===== config.mk =====
export PLATFORM = sky130hd
export DESIGN_NAME = bcd_updown_counter
export DESIGN_NICKNAME = d
export VERILOG_FILES = /design/src/rtl/bcd_updown_counter.sv
export SDC_FILE = /design/constraint.sdc
export NUM_CORES = 1
export LEC_CHECK = 0
export CAP_MARGIN = 20
export CORE_AREA = 4 4 55 57
export CTS_CLUSTER_SIZE = 25
export DETAILED_ROUTE_END_ITERATION = 6
export DIE_AREA = 0 0 59 61
export GPL_TIMING_DRIVEN = 1
export PLACE_DENSITY = 0.71
export REMOVE_ABC_BUFFERS = 1
export SLEW_MARGIN = 20
export SYNTH_ARGS = -nofsm -noshare
export SYNTH_HDL_FRONTEND = slang
export SYNTH_SLANG_ARGS = --single-unit

===== constraint.sdc =====
create_clock -name CLOCK_50 -period 4.8 [get_ports CLOCK_50]
set_input_delay 0.72 -clock CLOCK_50 [delete_from_list [all_inputs] [get_ports CLOCK_50]]
set_output_delay 0.72 -clock CLOCK_50 [all_outputs]
set_load 0.005 [all_outputs]

===== src/rtl/bcd_updown_counter.sv =====
// ============================================================================
// Module   : bcd_updown_counter
// Brief    : Debounced push-button up/down modulo counter with 7-segment output
// Revision : 1.0  initial release
// ============================================================================
`default_nettype none

module bcd_updown_counter #(
  parameter int MODULUS    = 12,
  parameter int DIGITS     = 2,
  parameter int DEB_CYCLES = 4,
  parameter int BLANK_LZ   = 1
) (
  input  logic                         CLOCK_50,
  input  logic                         RESET_N,
  input  logic                         V_BT,
  input  logic                         SW_DIR,
  input  logic                         SW_EN,
  output logic [$clog2(MODULUS)-1:0]   COUNT,
  output logic                         WRAP,
  output logic [7*DIGITS-1:0]          HEX
);

  localparam int CW  = $clog2(MODULUS);
  localparam int DBW = (DEB_CYCLES > 1) ? $clog2(DEB_CYCLES) : 1;
  localparam logic [CW-1:0]  MAX_COUNT = CW'(MODULUS - 1);
  localparam logic [DBW-1:0] DEB_LAST  = DBW'(DEB_CYCLES - 1);

  logic            s1_q, s1_d;
  logic            s2_q, s2_d;
  logic [DBW-1:0]  cnt_q, cnt_d;
  logic            deb_level_q, deb_level_d;
  logic            deb_dly_q, deb_dly_d;
  logic [CW-1:0]   count_q, count_d;
  logic            wrap_q, wrap_d;
  logic            step;

  always_comb begin
    s1_d        = V_BT;
    s2_d        = s1_q;
    deb_dly_d   = deb_level_q;
    cnt_d       = '0;
    deb_level_d = deb_level_q;
    count_d     = count_q;
    wrap_d      = 1'b0;
    step        = deb_level_q & ~deb_dly_q;

    // A new level is accepted only after DEB_CYCLES consecutive mismatches.
    if (s2_q != deb_level_q) begin
      if (cnt_q == DEB_LAST) begin
        deb_level_d = s2_q;
      end else begin
        cnt_d = cnt_q + 1'b1;
      end
    end

    if (step && SW_EN) begin
      if (SW_DIR) begin
        if (count_q == MAX_COUNT) begin
          count_d = '0;
          wrap_d  = 1'b1;
        end else begin
          count_d = count_q + 1'b1;
        end
      end else begin
        if (count_q == '0) begin
          count_d = MAX_COUNT;
          wrap_d  = 1'b1;
        end else begin
          count_d = count_q - 1'b1;
        end
      end
    end
  end

  always_ff @(posedge CLOCK_50) begin
    if (!RESET_N) begin
      s1_q        <= 1'b0;
      s2_q        <= 1'b0;
      cnt_q       <= '0;
      deb_level_q <= 1'b0;
      deb_dly_q   <= 1'b0;
      count_q     <= '0;
      wrap_q      <= 1'b0;
    end else begin
      s1_q        <= s1_d;
      s2_q        <= s2_d;
      cnt_q       <= cnt_d;
      deb_level_q <= deb_level_d;
      deb_dly_q   <= deb_dly_d;
      count_q     <= count_d;
      wrap_q      <= wrap_d;
    end
  end

  assign COUNT = count_q;
  assign WRAP  = wrap_q;

  logic [31:0] count_ext;
  assign count_ext = 32'(count_q);

  for (genvar i = 0; i < DIGITS; i++) begin : g_digit
    localparam int unsigned POW = 10 ** i;
    logic [3:0] digit;
    logic       blank;
    logic [6:0] seg;

    always_comb begin
      digit = 4'((count_ext / POW) % 32'd10);
      blank = (BLANK_LZ != 0) && (i > 0) && (count_ext < POW);
      seg   = 7'b1111111;
      if (!blank) begin
        case (digit)
          4'd0:    seg = 7'b0000001;
          4'd1:    seg = 7'b1001111;
          4'd2:    seg = 7'b0010010;
          4'd3:    seg = 7'b0000110;
          4'd4:    seg = 7'b1001100;
          4'd5:    seg = 7'b0100100;
          4'd6:    seg = 7'b0100000;
          4'd7:    seg = 7'b0001111;
          4'd8:    seg = 7'b0000000;
          4'd9:    seg = 7'b0000100;
          default: seg = 7'b1111111;
        endcase
      end
    end

    assign HEX[7*i +: 7] = seg;
  end

endmodule

`default_nettype wire

# Yosys cells after proc, flatten, opt, wreduce, memory -nomap -nowiden
# Memories as Yosys holds them, arrays and structs flattened.
# Index checks and enable logic that the tools add are counted.
# totals
inputBits,5
word_cells,35
reg_bits,11
romBits,224
n_memories,2
output_inout_bits,19
# memory_table
memory,depth,word_bits,read_ports,rd_clocked_by_memory_dff,wr,line,source
(no name shown),16,7,1,0,0,113,case (digit)
(no name shown),16,7,1,0,0,113,
# op_classes
div_mod_pow,3
n_eq_ne,3
n_reduce_logical,5
magnitude_cmp,1
bitwise_logic,4
mux,7
addsub,3
# ops
operator,count
4-bit by 4-bit divider with 32-bit output (second input constant),1
32-bit by 4-bit modulo with 32-bit output (second input constant),1
4-bit by 4-bit modulo with 32-bit output (second input constant),1
4-bit two-way mux,3
7-bit two-way mux,1
4-bit by 1-bit adder with 4-bit output (second input constant),1
4-bit == test (second input constant),1
4-bit logical NOT,1
4-bit < comparator (second input constant),1
2-bit AND reduction,2
4-bit by 1-bit subtractor with 4-bit output (second input constant),1
1-bit two-way mux,3
1-bit inverter,3
3-bit OR reduction,1
2-bit by 1-bit adder with 2-bit output (second input constant),1
2-bit == test (second input constant),1
1-bit AND,1
1-bit logical AND,1
1-bit inequality test,1

# Depth between registers and ports, before layout
# depth
word_depth,4
ltp_mapped,8
mapped_depth_nobuf,7

# Worst setup path before layout
# No wires, ideal clock.
# synth_path
kind,reg2out
start,register count_q[1] (netlist: COUNT[1])
end,output port HEX[2]
setup_slack_ns,2.377
arrival_time_ns,1.703
t_required_ns,4.080
path_buffers,0
stages_incl_launch_ff,6
cell_sequence,dfxtp_1 > inv_1 > ha_1 > a31oi_1 > nor3_1 > a311oi_1
# synth_via
elab_chain_cells,2
# synth_rtl
item,line,source
from (decl),34,"logic [CW-1:0] count_q, count_d;"
from (signal assigned),91,count_q <= count_d;
4-bit by 4-bit modulo with 32-bit output,109,digit = 4'((count_ext / POW) % 32'd10);
memory read 16 x 7 bit,-,
to (decl),21,output logic [7*DIGITS-1:0] HEX
# No other way between the ends.

# Worst setup path after layout
# layout_path
start,register count_q[2] (netlist: COUNT[2])
end,output port HEX[1]
# The elaborated chain is that of the path after synthesis.

==> impl_metrics.csv <==
group,metric,value,unit
pwr,p_int,0.130,mW
worst_setup_path,cp.required,4.08,ns
detailed_routing,drt-total-wl,1690,um
cells_and_area,antenna_cells,0,
sta,fin_crit,3.50,ns
floorplan,die_h,61,um
sta,skew,0.000601,ns
clock_network,cts_resized,0,
worst_setup_path,critPathLaunchType,"register",
detailed_routing,postRouteAntennaNets,0,
clock_network,clkTransAtPathRegs,0.06,ns
cells_and_area,syn_to_final_growth,19.9,%
worst_setup_path,worst_r2r_endpoint,"COUNT[3]",
pwr,peakVddDrop,0.000154,V
logic_synthesis,synth_edf_count,0,
clock_network,cts_tree,"yes",
grt,grt_pass1_vias,679,
logic_synthesis,synthDistinctLibCells,40,
floorplan,ios,24,
floorplan,coreArea,2480,um2
job,maxCapViolations,0,
grt,grt.overflow.total,0,
sta,maxSlewHeadroom,58.3,%
logic_synthesis,synthArstFlopShare,0,%
placed_design,place_inst,140,
worst_setup_path,crit_fanout,12,
sta,fin_tns_setup,0,ns
floorplan,die_area,3600,um2
worst_setup_path,regToRegSetupSlack,3.09,ns
logic_synthesis,synthFlopType,"dfxtp_1",
clock_network,numCtsBuffers,3,
worst_setup_path,crit_path_end_kind,"output port",
cells_and_area,nFillCells,260,
sta,rsz0062_at_grt,"false",
pwr,clockPowerShare,37.0,%
pwr,power.share.switching,20.1,%
cells_and_area,drive_above_1_share,6.14,%
clock_network,cts_root_buf,"clkbuf_4",
grt,grt_pass1_wl,2820,um
worst_setup_path,cp.arrival,2.78,ns
sta,tightest_slew,0.623,ns
floorplan,die-width,59,um
detailed_routing,first_pass_iters,4,
pwr,p_sw,0.0327,mW
worst_hold_path,hp-start,"cnt_q[0]",
detailed_routing,drc,0,
logic_synthesis,yosys_register_bits,11,
sta,clock.fmax,0.285,GHz
clock_network,clockBufferDepth,2,
worst_hold_path,hold-path-endpoint,"cnt_q[0]",
pwr,power_leakage,0.407,nW
logic_synthesis,syn_area,867,um2
worst_setup_path,worstSetupPathType,"register to output port",
floorplan,start_util,35.0,%
logic_synthesis,syn_avg_cell_area,8.67,um2
detailed_routing,drtIter0Drc,13,
logic_synthesis,synthCells,100,
floorplan,row_count,18,
sta,period_share,73.0,%
clock_network,post_cts_buffers,0,
clock_network,hold_buffers,0,
placed_design,dp_hpwl,1300,um
sta,hold_viol,0,
detailed_routing,vias,747,
detailed_routing,wl_per_cell,11.7,um
pwr,combinationalPowerShare,5.9,%
worst_setup_path,r2r_cells,5,
grt,antenna_found_initial,0,
grt,grt_usage,9.91,%
sta,slew_violations,0,
detailed_routing,avgViaCountPerCell,5.19,
worst_hold_path,hp-class,"register to register",
status,status,"complete, no violations",
sta,setup_viol,0,
pwr,power_density,156,nW/um2
worst_hold_path,worstHoldPathCells,1,
clock_network,h-tree-depth,1,
logic_synthesis,synth-warning-count,0,
clock_network,clk_latency,0.26,ns
placed_design,io_buffers,18,
cells_and_area,fin_cells,144,
cells_and_area,fin_nets,130,
clock_network,cts.sinks,11,
pwr,pwr-share-seq,57.1,%
grt,grt_max_degree,20,
logic_synthesis,seq_area_frac_synth,25.4,%
placed_design,gp_congestion,0.764,
worst_setup_path,r2r_start,"COUNT[0]",
-- cell families (layout without fill, tap and decap cells) --
family / Yosys count / in the layout / share of synthesized area, %
AOI/OAI and AO/OA: 27 / 27 / 20.8
xor gates and xnor gates: 3 / 3 / 3.03
adders and majority gates: 10 / 10 / 14.4
buffers and inverters: 15 / 25 / 11.3
DFF: 11 / 11 / 25.4
muxes: 3 / 3 / 3.46
other: 1 / 5 / 0.432
and+or+nand+nor: 30 / 30 / 21.2
-- cells in the final DEF, fill, tap and decap left out, drive strengths merged, types with 2 or more instances in the layout --
| master | synthesis | routed |
|---|---|---|
| ha | 10 | 10 |
| conb | 1 | 5 |
| a211oi | 2 | 2 |
| inv | 3 | 3 |
| a31oi | 2 | 2 |
| mux2i | 3 | 3 |
| and2 | 5 | 5 |
| nand3 | 2 | 2 |
| nand2 | 5 | 5 |
| nor2 | 3 | 3 |
| o21a | 2 | 2 |
| a21oi | 6 | 6 |
| clkdlybuf4s50 | 0 | 18 |
| xor2 | 2 | 2 |
| nor2b | 3 | 3 |
| and4b | 2 | 2 |
| dfxtp | 11 | 11 |
| nor3 | 3 | 3 |
| o21ai | 8 | 8 |
| or3 | 2 | 2 |
| clkbuf | 1 | 4 |
-- worst max-delay path by stage --
stage / start / end / cells past startpoint
2_1_floorplan: COUNT[1] / HEX[2] / 5
3_3_place_gp: COUNT[1] / HEX[1] / 6
3_5_place_dp: COUNT[1] / HEX[1] / 6
4_1_cts: COUNT[1] / HEX[1] / 6
5_1_grt: COUNT[1] / HEX[1] / 6
6_report: COUNT[2] / HEX[1] / 6
-- worst max-delay path, stage by stage (launching register included) --
cell and delay (ns):
dfxtp_1 0.57, inv_1 0.14, ha_1 0.35, a31oi_1 0.52
nand2_1 0.20, o311ai_0 0.15, clkdlybuf4s50_1 0.57
-- area by class of cell --
type                       count  area, um2  share of cell area [%]
inverter                       3       11.3                    1.08
timing repair buffer          18        180                    17.3
multi-input combinational     78        564                    54.3
tap                           30       37.5                    3.61
clock buffer                   4       26.3                    2.53
sequential                    11        220                    21.2
-- routing by layer --
| layer | routed length [um] | part of all wire, % | vias up | global-route usage, % |
|---|---|---|---|---|
| met5 | 0 | 0 | - | 0 |
| li1 | - | - | 378 | - |
| met3 | 80 | 4.7 | 0 | 2.98 |
| met2 | 826 | 49 | 14 | 17.7 |
| met4 | 0 | 0 | 0 | 1.94 |
| met1 | 779 | 46 | 355 | 11.8 |
-- synthesized netlist by cell type (2+ instances only) --
library cell  number  area [um2]
buf_2              3        15.0
mux2i_1            3        30.0
dfxtp_1           11         220
and2_1             5        31.3
ha_1              10         125
nor2_1             3        11.3
buf_6              2        22.5
a21oi_1            6        30.0
inv_1              3        11.3
and4b_1            2        20.0
nor3_1             2        10.0
a31oi_1            2        12.5
xor2_1             2        17.5
nor2b_1            3        18.8
nand2_1            5        18.8
nand3_1            2        10.0
or3_1              2        12.5
buf_4              6        45.0
o21ai_0            7        35.0
-- metrics by stage --
stage | util (%) | cell area, um2 | hold WS, ns | worst slack (ns) | power (mW)
finish | 42.0 | 1040 | 0.433 | 1.30 | 0.162
CTS | 42.0 | 1040 | 0.437 | 1.31 | 0.165
global placement | 40.9 | 1010 | 0.412 | 1.64 | 0.104
detailed placement | 40.9 | 1010 | 0.425 | 1.61 | 0.104
global route | 42.0 | 1040 | 0.464 | 1.11 | 0.169
floorplan | - | 796 | 0.405 | 2.38 | 0.0990
-- flip-flops by register name (all words and copies together), names as in the netlist --
| signal | count |
|---|---|
| COUNT | 4 |
| cnt_q | 2 |
| WRAP | 1 |
| deb_dly_d | 1 |
| deb_dly_q | 1 |
| s1_q | 1 |
| s2_q | 1 |
-- power by group through the flow --
stage | Combinational [mW] | Clock (mW) | Sequential [mW]
5_1_grt | 0.0109 | 0.0657 | 0.0928
3_3_place_gp | 0.00935 | 0 | 0.0947
6_report | 0.00964 | 0.0600 | 0.0927
3_5_place_dp | 0.00951 | 0 | 0.0948
4_1_cts | 0.00958 | 0.0628 | 0.0927
2_1_floorplan | 0.00428 | 0 | 0.0947
Note: power is estimated with default switching activity, not from simulation.
==> patch 1: new RTL, config.mk and constraints unchanged <==
Set the parameter `MODULUS` to 24 (it was 12).
--- a/src/rtl/bcd_updown_counter.sv
+++ b/src/rtl/bcd_updown_counter.sv
@@ -7,5 +7,5 @@
 
 module bcd_updown_counter #(
-  parameter int MODULUS    = 12,
+  parameter int MODULUS    = 24,
   parameter int DIGITS     = 2,
   parameter int DEB_CYCLES = 4,
Ports: changed (resized COUNT); port bits go from 24 to 25. No check against the original RTL was run, so the function may have changed too.
==> patch 1 against the original RTL <==
- synthesized area rose by 31%
- sequential cell count is 1 higher
- wire length increased by 67%
- power increased by 3.8%
- worst setup slack lost 980 ps
- maximum frequency is 22% lower
- synthesized cell count grew 48%
- final area grew 35%
==> patch 1: results (changes against the original RTL) <==
metric	value	unit	change
outcome	finished, final reports clean		
data arrival time at the worst-slack endpoint	3770	ps	+990 ps
average wire per standard cell	14.32	microns	+22%
first-pass GRT wire length	4.767	mm	+69%
via count normalized by instance count	5.867		+13%
total track usage	0.1667		+0.06759
pre-CTS worst setup slack	588.2	ps	-1020 ps
M3 GR Usage	0.03830		+0.008511
Comb pwr share	0.057		-0.002
Largest register FFs	5		+1
Fin Clk Skew	1.926	ps	+1.325 ps
register area share after synthesis	0.2108		-0.04321
internal cell power	134.3	uW	+3.5%
cell types with the largest area share after synthesis	sky130_fd_sc_hd__dfxtp_1 21%, sky130_fd_sc_hd__ha_1 12%, sky130_fd_sc_hd__a21oi_1 5.7%		
count of buffers from port buffering	23		+5
met1 track utilization from global routing	0.2280		+0.1100
Yosys cell types	49		+23%
Worst-Margin Slew	570.8	ps	-51.82 ps
leading post-synthesis cells by instance count	17 x sky130_fd_sc_hd__nand2_1, 13 x sky130_fd_sc_hd__a21oi_1, 12 x sky130_fd_sc_hd__dfxtp_1		
Static Leakage	0.5496	nW	+35%
number of violations reported at the end of detailed-routing iteration 0	42		+29
layout cells sized above 1	0.07831		+0.01691
number of nets in the layout	184		+42%
fill cell instance count of the final layout	250		-3.8%
worst ir drop on vdd	0.1588	mV	+3.3%
weighted congestion at the end of routability-driven global placement	0.8156		+6.8%
delay contributed by the slowest stage of the critical path	550	ps	-20 ps
patch 1: kinds of logic (layout without fill, tap and decap cells):
logic type      Yosys count  count (layout)  share of synthesized area
mux                       4               4                    0.03622
other cells               1               1                   0.003290
compound gates           43              43                     0.2635
xor+xnor                  1               1                   0.007685
simple gates             57              57                     0.2865
buf+inv                  19              37                    0.07135
flops                    12              12                     0.2108
fa+ha+maj                11              11                     0.1207
patch 1: routing by layer:
| layer | wire length (microns) | vias to the layer above | share of wire |
|---|---|---|---|
| li1 | - | 576 | - |
| met1 | 1266 | 525 | 0.45 |
| met2 | 1311 | 47 | 0.47 |
| met3 | 215 | 2 | 0.077 |
| met4 | 13 | 0 | 0.0046 |
| met5 | 0 | - | 0 |
patch 1: path summary, 6_finish.rpt:
| path | start | end | slack, ps |
|---|---|---|---|
| worst min register to register | cnt_q[0] | cnt_q[0] | 430 |
| worst max register to register | COUNT[1] | COUNT[4] | 2660 |
| worst min-delay path | cnt_q[0] | cnt_q[0] | 430 |
| worst max-delay path | COUNT[3] | HEX[6] | 310 |
patch 1: layout make-up:
| class | instances | area (sq um) | area share |
|---|---|---|---|
| clock buffer | 3 | 22.52 | 0.01607 |
| inverter | 8 | 30.03 | 0.02143 |
| multi-input combinational | 117 | 818.3 | 0.5839 |
| sequential | 12 | 240.2 | 0.1714 |
| tap | 30 | 37.54 | 0.02679 |
| timing repair buffer | 26 | 252.7 | 0.1804 |
patch 1: worst reg2reg max path, delay by kind of cell, from the launching register on:
family	cells	cell delay, ps
AO/OA/AOI/OAI	4	520
adder cells (fa/ha/maj)	1	290
buffers and inverters	1	230
flip-flops	1	680
AND/OR/NAND/NOR	1	310
patch 1: per-stage QoR:
step           cells  utilization  hold WS (ps)  cell area (sq um)
4_1_cts          196       0.5657         437.2               1401
6_report         196       0.5657         431.9               1401
3_5_place_dp     193       0.5566         424.3               1379
5_1_grt          196       0.5657         456.2               1401
2_1_floorplan    137            -         406.9               1089
3_3_place_gp     193       0.5566         414.8               1379
patch 1: power by group through the flow:
| stage | sequential (mW) | combinational (mW) | clock, mW |
|---|---|---|---|
| after floorplan | 0.103 | 0.00387 | 0 |
| after global placement | 0.103 | 0.00915 | 0 |
| after detailed placement | 0.103 | 0.00942 | 0 |
| after CTS | 0.101 | 0.00951 | 0.0600 |
| after global routing | 0.101 | 0.0107 | 0.0634 |
| final | 0.101 | 0.00961 | 0.0579 |
==> patch 2: new RTL, same settings <==
Without the edit above. Reset style: asynchronous (`RESET_N`), changed in one clocked block.
--- a/src/rtl/bcd_updown_counter.sv
+++ b/src/rtl/bcd_updown_counter.sv
@@ -74,5 +74,5 @@
   end
 
-  always_ff @(posedge CLOCK_50) begin
+  always_ff @(posedge CLOCK_50 or negedge RESET_N) begin
     if (!RESET_N) begin
       s1_q        <= 1'b0;
Behaviour: differs if RESET_N is asserted again (counterexample within 10 cycles, from zero or initial values and one cycle with RESET_N low); with RESET_N held inactive, the same outputs for 10 cycles.
==> patch 2 against the original RTL <==
- synthesized area is 4.6% higher
- sequential cell count stayed put
- worst setup slack gained 49 ps
- final area rose by 3.4%
- critical endpoint is now HEX[5]
- wire length up 8.9%
Power is left out: it rests on default switching activity, and per cell area and clock period it moved more than threefold.
==> patch 2: results (changes against the original RTL) <==
metric	value	unit	change
clock latency reported for the late side of the worst-skew pair	270	ps	
Yosys cell types	43		+7.5%
number of nets in the layout	123		-5.4%
post-cts gate resize count	0		unchanged
vias	717		-4.0%
total number of H-tree levels	1		unchanged
layout cells sized above 1	0.1574		+0.09600
HPWL after detailed placement	1.398	mm	+7.3%
Largest register FFs	4		unchanged
vias in the first global route	692		+1.9%
register area share after synthesis	0.3034		+0.04948
adder-cell area share of the yosys netlist	0.1241		-0.02016
leading post-synthesis cells by instance count	11 x sky130_fd_sc_hd__dfrtp_1, 9 x sky130_fd_sc_hd__ha_1, 9 x sky130_fd_sc_hd__nand2_1		
mean instance size in the synthesized netlist	9.754	sq um	+12%
synthesized-area fraction occupied by ao, oa, aoi and oai cells	0.2579		+0.05014
via count normalized by instance count	5.196		+0.16%
root buffer cell	sky130_fd_sc_hd__clkbuf_4		
first-pass GRT wire length	3.077	mm	+9.0%
Fin Clk Skew	0.7473	ps	+0.1459 ps
pin count of the biggest net entering global routing	19		-5.0%
total track usage	0.1105		+0.01144
outcome	finished, final reports clean		
cell types with the largest area share after synthesis	sky130_fd_sc_hd__dfrtp_1 30%, sky130_fd_sc_hd__ha_1 12%, sky130_fd_sc_hd__buf_4 5.0%		
Post-Route WL	1.835	mm	+8.9%
worst min path class	reg2reg		
xor/xnor share of the synthesized area	0.01931		-0.01099
Post-CTS Setup Bufs	0		unchanged
count of buffers from port buffering	18		unchanged
total inserted antenna cells	0		unchanged
data arrival time at the worst-slack endpoint	2740	ps	-40 ps
buffer depth of the longest clock path	2		unchanged
fraction of registers with async set or reset after synthesis	1.000		+1.000
initial antenna violation count	0		unchanged
standard cell with the maximum stage delay on the critical path	sky130_fd_sc_hd__dfrtp_1		
number of violations reported at the end of detailed-routing iteration 0	18		+5
Worst-Margin Slew	635.5	ps	+12.82 ps
delay contributed by the slowest stage of the critical path	580	ps	
weighted congestion at the end of routability-driven global placement	0.8256		+8.1%
cell family with the largest share of critical-path delay	buffers and inverters		
dpl cells	134		-4.3%
share of synthesized area spent on multiplexers	0.03862		+0.003989
==> patch 2: cell families (layout without fill, tap and decap cells) <==
group	count (synthesis)	in the layout
compound gates	30	30
simple gates	22	22
buf+inv	15	26
flops	11	11
fa+ha+maj	9	9
mux	3	3
xor+xnor	2	2
other cells	1	5
==> patch 2: layout make-up <==
| class | count | area (sq um) |
|---|---|---|
| Fill cell | 257 | 1403 |
| Multi-Input combinational cell | 71 | 538.0 |
| Sequential cell | 11 | 275.3 |
| Timing Repair Buffer | 18 | 180.2 |
| Tap cell | 30 | 37.54 |
| Clock buffer | 4 | 26.28 |
| Inverter | 4 | 17.52 |
==> patch 2: metrics by stage <==
step | instance area (sq um) | setup WS, ps
6_report | 1075 | 1344
5_1_grt | 1075 | 1130
4_1_cts | 1075 | 1355
3_5_place_dp | 1049 | 1651
3_3_place_gp | 1049 | 1742
2_1_floorplan | 830.8 | 2310
==> patch 2: path summary, 6_finish.rpt <==
path	from	endpoint	slack (ps)	cells past startpoint
min	s1_q	s2_q	350	0
max	COUNT[0]	HEX[5]	1340	8
max in group asynchronous	RESET_N	COUNT[3]	3710	1
max reg2reg	COUNT[1]	COUNT[3]	2970	5
min reg2reg	s1_q	s2_q	350	0
min in group asynchronous	RESET_N	s1_q	770	1
==> patch 2: metal layers <==
metal	track usage	wire, microns	up-vias
met5	0	0	-
met4	0.03883	21	0
met3	0.02553	88	5
met2	0.1845	925	21
met1	0.1403	799	337
li1	-	-	354
